**src/rtl/imm_ext_pipe.sv**
```systemverilog
// Pipelined immediate extender with branch/jump target adder.
// Extension and target addition happen at accept time; results sit in a
// 2-entry FIFO with a valid/ready handshake toward the execute stage.
module imm_ext_pipe #(
  parameter int unsigned IN_W   = 16,
  parameter int unsigned OUT_W  = 32,
  parameter int unsigned SHAMT  = 2,
  parameter int unsigned LUI_SH = 16
) (
  input  logic             clk,
  input  logic             rst_n,
  input  logic             in_valid,
  output logic             in_ready,
  input  logic [IN_W-1:0]  data_in,
  input  logic [2:0]       mode,
  input  logic [OUT_W-1:0] pc_in,
  output logic             out_valid,
  input  logic             out_ready,
  output logic [OUT_W-1:0] data_out,
  output logic [OUT_W-1:0] target_out,
  output logic             mode_err
);

  // Shifted immediates must fit the datapath without losing significant bits.
  if (OUT_W < IN_W + SHAMT) begin : gen_shamt_chk
    $error("imm_ext_pipe: OUT_W must be >= IN_W + SHAMT");
  end
  if (OUT_W < IN_W + LUI_SH) begin : gen_lui_chk
    $error("imm_ext_pipe: OUT_W must be >= IN_W + LUI_SH");
  end

  typedef struct packed {
    logic [OUT_W-1:0] data;
    logic [OUT_W-1:0] target;
    logic             err;
  } entry_t;

  entry_t     mem_q [2];
  logic       wr_ptr_q, rd_ptr_q;
  logic [1:0] count_q, count_d;

  logic [OUT_W-1:0] zext, sext;
  entry_t           new_entry;
  logic             push, pop;

  assign zext = {{(OUT_W-IN_W){1'b0}}, data_in};
  assign sext = {{(OUT_W-IN_W){data_in[IN_W-1]}}, data_in};

  // Decode the mode into the extended immediate and its target address.
  always_comb begin
    new_entry = '0;
    case (mode)
      3'b000:  new_entry.data = zext;
      3'b001:  new_entry.data = sext;
      3'b010:  new_entry.data = sext << SHAMT;
      3'b011:  new_entry.data = zext << LUI_SH;
      3'b100:  new_entry.data = zext << SHAMT;
      default: new_entry.err  = 1'b1;
    endcase
    // Carry out of the adder is intentionally dropped.
    new_entry.target = pc_in + new_entry.data;
  end

  // Handshake uses registered count only, so in_ready never depends on out_ready.
  assign in_ready  = (count_q < 2'd2);
  assign out_valid = (count_q != 2'd0);
  assign push      = in_valid && in_ready;
  assign pop       = out_valid && out_ready;

  assign data_out   = mem_q[rd_ptr_q].data;
  assign target_out = mem_q[rd_ptr_q].target;
  assign mode_err   = mem_q[rd_ptr_q].err;

  // Occupancy next-state from push/pop.
  always_comb begin
    count_d = count_q;
    case ({push, pop})
      2'b10:   count_d = count_q + 2'd1;
      2'b01:   count_d = count_q - 2'd1;
      default: count_d = count_q;
    endcase
  end

  // Pointers and count; reset empties the buffer.
  always_ff @(posedge clk or negedge rst_n) begin
    if (!rst_n) begin
      wr_ptr_q <= 1'b0;
      rd_ptr_q <= 1'b0;
      count_q  <= 2'd0;
    end else begin
      count_q <= count_d;
      if (push) wr_ptr_q <= ~wr_ptr_q;
      if (pop)  rd_ptr_q <= ~rd_ptr_q;
    end
  end

  // Entry storage; cleared on reset so the head reads as zero.
  always_ff @(posedge clk or negedge rst_n) begin
    if (!rst_n) begin
      for (int i = 0; i < 2; i++) mem_q[i] <= '0;
    end else if (push) begin
      mem_q[wr_ptr_q] <= new_entry;
    end
  end

endmodule

```
**config.mk**
```make
export PLATFORM = sky130hd
export DESIGN_NAME = imm_ext_pipe
export DESIGN_NICKNAME = d
export VERILOG_FILES = /design/src/rtl/imm_ext_pipe.sv
export SDC_FILE = /design/constraint.sdc
export NUM_CORES = 1
export LEC_CHECK = 0
export CAP_MARGIN = 5
export CORE_MARGIN = 1
export CORE_UTILIZATION = 50
export CTS_CLUSTER_SIZE = 30
export DETAILED_ROUTE_END_ITERATION = 8
export DONT_BUFFER_PORTS = 1
export SLEW_MARGIN = 20
export SYNTH_ARGS = -nofsm -noshare
export SYNTH_HDL_FRONTEND = slang
export SYNTH_SLANG_ARGS = --single-unit
```
**constraint.sdc**
```tcl
create_clock -name clk -period 3.7 [get_ports clk]
set_clock_uncertainty 0.2 [all_clocks]
set_input_delay 0.925 -clock clk [delete_from_list [all_inputs] [get_ports clk]]
set_output_delay 0.925 -clock clk [all_outputs]
set_load 0.05 [all_outputs]
```
==> metrics.txt <==
Power Dens Cells 910 nW/um2; DP Worst Slack -441 ps; period utilization 0.930; largest net degree at the start of global routing ~140; core box area 15100 um2; first-pass GRT wire length 33400 um; crit-path max cell delay ~440 ps; area growth from synthesis to layout 20.3%; Tightest Hold Check Type input port to asynchronous set/reset pin; VDD IR max between 500 and 600 uV; area share of the largest cell type after synthesis 0.434; port bufs 0; Arr. time, crit path around 3500 ps; Pins Over Slew Limit 0; ant diodes 0; drt via density approximately 5.6; register area share after synthesis 0.434; required time worst endpoint roughly 3800 ps; Final Hold Slack -5.63 ps; vias in the first global route 6367; Leak Pwr approximately 0.0045 uW; CP Cell Sequence xnor2_1, nor2_2, buf_4, a22oi_2, inv_1, ha_1, nand2_2, or3_1, a311o_1, a21oi_2, a21oi_1, xor2_1, o21ai_1; Fmax slightly below 0.3 GHz; Die H 126 um; Yosys top cell by area dfrtp_1; synth top area cells dfrtp_1 (43%), mux2_2 (9.5%), o21ai_0 (8.4%); placed cell area 8600 um2; 1st-pass router iterations 4; Cells after Synth around 860; share of layout cells above drive strength 1 0.237; Reg2Reg Depth 5; Avg Cell Area, Syn around 9 um2; R2R Setup Slk ~1500 ps; via count 6282; grt ovf 0; most common library cells after synthesis nand2_1 (166), dfrtp_1 (134), o21ai_0 (130); R2R Path End mem_q[91]; DIE AREA between 15000 and 20000 um2; final hold vios 12; Pwr Total 8460 uW; slew margin rel. 0.551; nets@finish 1011; Synthesis Warnings 0; crit-path leading delay family simple AND/OR/NAND/NOR gates; # setup viols final 0; ys async rst share 1.00; clock buffer count from CTS 17; CP Capture Type register; Main synth FF type dfrtp_1; Non-Filler Instances approximately 1100; Iter 0 DRT Violations about 280; Antenna Violating Nets Remaining 0; final setup margin about 260 ps; htree depth 4; Placed Cells incl. Taps ~1100; Clk Latency, worst-skew pair between 400 and 500 ps; Reg-to-Reg Start count_q[1]; GRT Util Overall 0.275; most frequent cell after synthesis nand2_1; critical path class input port to register; Horiz. Die Dim around 130 um; CTS tree done; failing checks hold timing; # clock sinks around 130; drt drc 0; crit path launch type input port; Reg clk slew, reported paths approximately 50 ps; post-DP HPWL 15600 um; EDFF count, synth 0; Crit path buffers/inverters 2; DR WL/cell between 15 and 20 um; IO Pins between 100 and 150; slew at the pin with the worst max-slew slack about 670 ps; initial core utilization 0.511; Max clock buf depth 2; status finished, violations left; crit path max fanout 14; Post CTS Setup Buffer Count 0; max capacitance violation total 0; Worst path slowest cell nor2_2; #FFs+latches synth roughly 130; Routability Congestion 0.941; synth unique cells 52; fill count 1278; Period minus WS final roughly 3400 ps; syn nets approximately 950; RSZ-0062 raised after global routing no; Mapped Area 7730 um2; final instance area roughly 9300 um2; FP Rows 45; root buffer cell clkbuf_16; final wirelength between 20000 and 25000 um; initial antenna violation count 0
==> worst max path at each step <==
stage	slack (ps)	end	start	cells after the start
after floorplan	-40	mem_q[96]	mode[0]	15
after global placement	-400	mem_q[96]	mode[2]	12
after detailed placement	-440	mem_q[31]	mode[2]	12
after CTS	9	mem_q[31]	mode[2]	12
after global routing	6	mem_q[31]	mode[1]	13
final	260	mem_q[23]	mode[1]	13
==> state kept, by name, indices dropped and copies added, names as in the netlist <==
name,flops
mem_q,130
count_q,2
rd_ptr_q,1
wr_ptr_q,1
==> area by class of cell <==
class | instances | area [um2] | share of cell area
multi-input combinational | 638 | 4150 | 0.446
tap | 188 | 235 | 0.0253
sequential | 134 | 3350 | 0.361
timing repair buffer | 93 | 723 | 0.0778
clock buffer | 19 | 443 | 0.0476
inverter | 39 | 146 | 0.0157
clock inverter | 13 | 251 | 0.0270
==> worst reg2reg max path, delay by kind of cell, from the launching register on <==
family | cells | cell delay [ps]
AOI/OAI and AO/OA | 2 | 260
DFF | 1 | 400
and+or+nand+nor | 3 | 1260
==> through the flow <==
stage	setup TNS, ps	util
after floorplan	-80.7	-
after global placement	-10770	0.568
after detailed placement	-13530	0.568
after CTS	0	0.614
after global routing	0	0.614
final	0	0.614
==> cell usage in the layout, fill, tap and decap left out, types with 12 or more instances in the layout <==
cell type	netlist	final
a21o_1	16	16
a21oi_1	52	45
a22oi_1	16	12
buf_4	1	91
clkbuf_16	0	17
dfrtp_1	134	133
ha_1	32	28
inv_1	39	39
mux2_2	65	65
nand2_1	166	165
nor2_1	28	26
o21ai_0	130	130
xnor2_1	12	12
xor2_1	20	20
==> kinds of logic after synthesis <==
family                     synth area share
AOI/OAI and AO/OA                     0.203
xor gates and xnor gates             0.0362
adders and majority gates            0.0544
buffers and inverters                0.0468
DFF                                   0.434
muxes                                0.0946
and+or+nand+nor                       0.131
==> power breakdown <==
| part | total [uW] | leakage, uW | internal, uW | switching [uW] |
|---|---|---|---|---|
| clock network | 1980 | 0.000329 | 1350 | 632 |
| registers | 2500 | 0.00172 | 2130 | 367 |
| logic | 3990 | 0.00241 | 1100 | 2880 |
==> per-layer routing <==
metal  global-route usage  vias to the layer above  routed length [um]
li1                     -                     3137                   -
met1                0.351                     2931                9280
met5                    0                        -                   0
met4                0.106                        0                 536
met3               0.0839                       34                1360
met2                0.438                      180                9470
==> repair_timing <==
| item | in CTS | in global routing |
|---|---|---|
| setup endpoints to repair | 0 | 40 |
| hold endpoints to repair | 134 | 126 |
| resized for setup | 0 | 1 |
(Power assumes the default switching activity.)
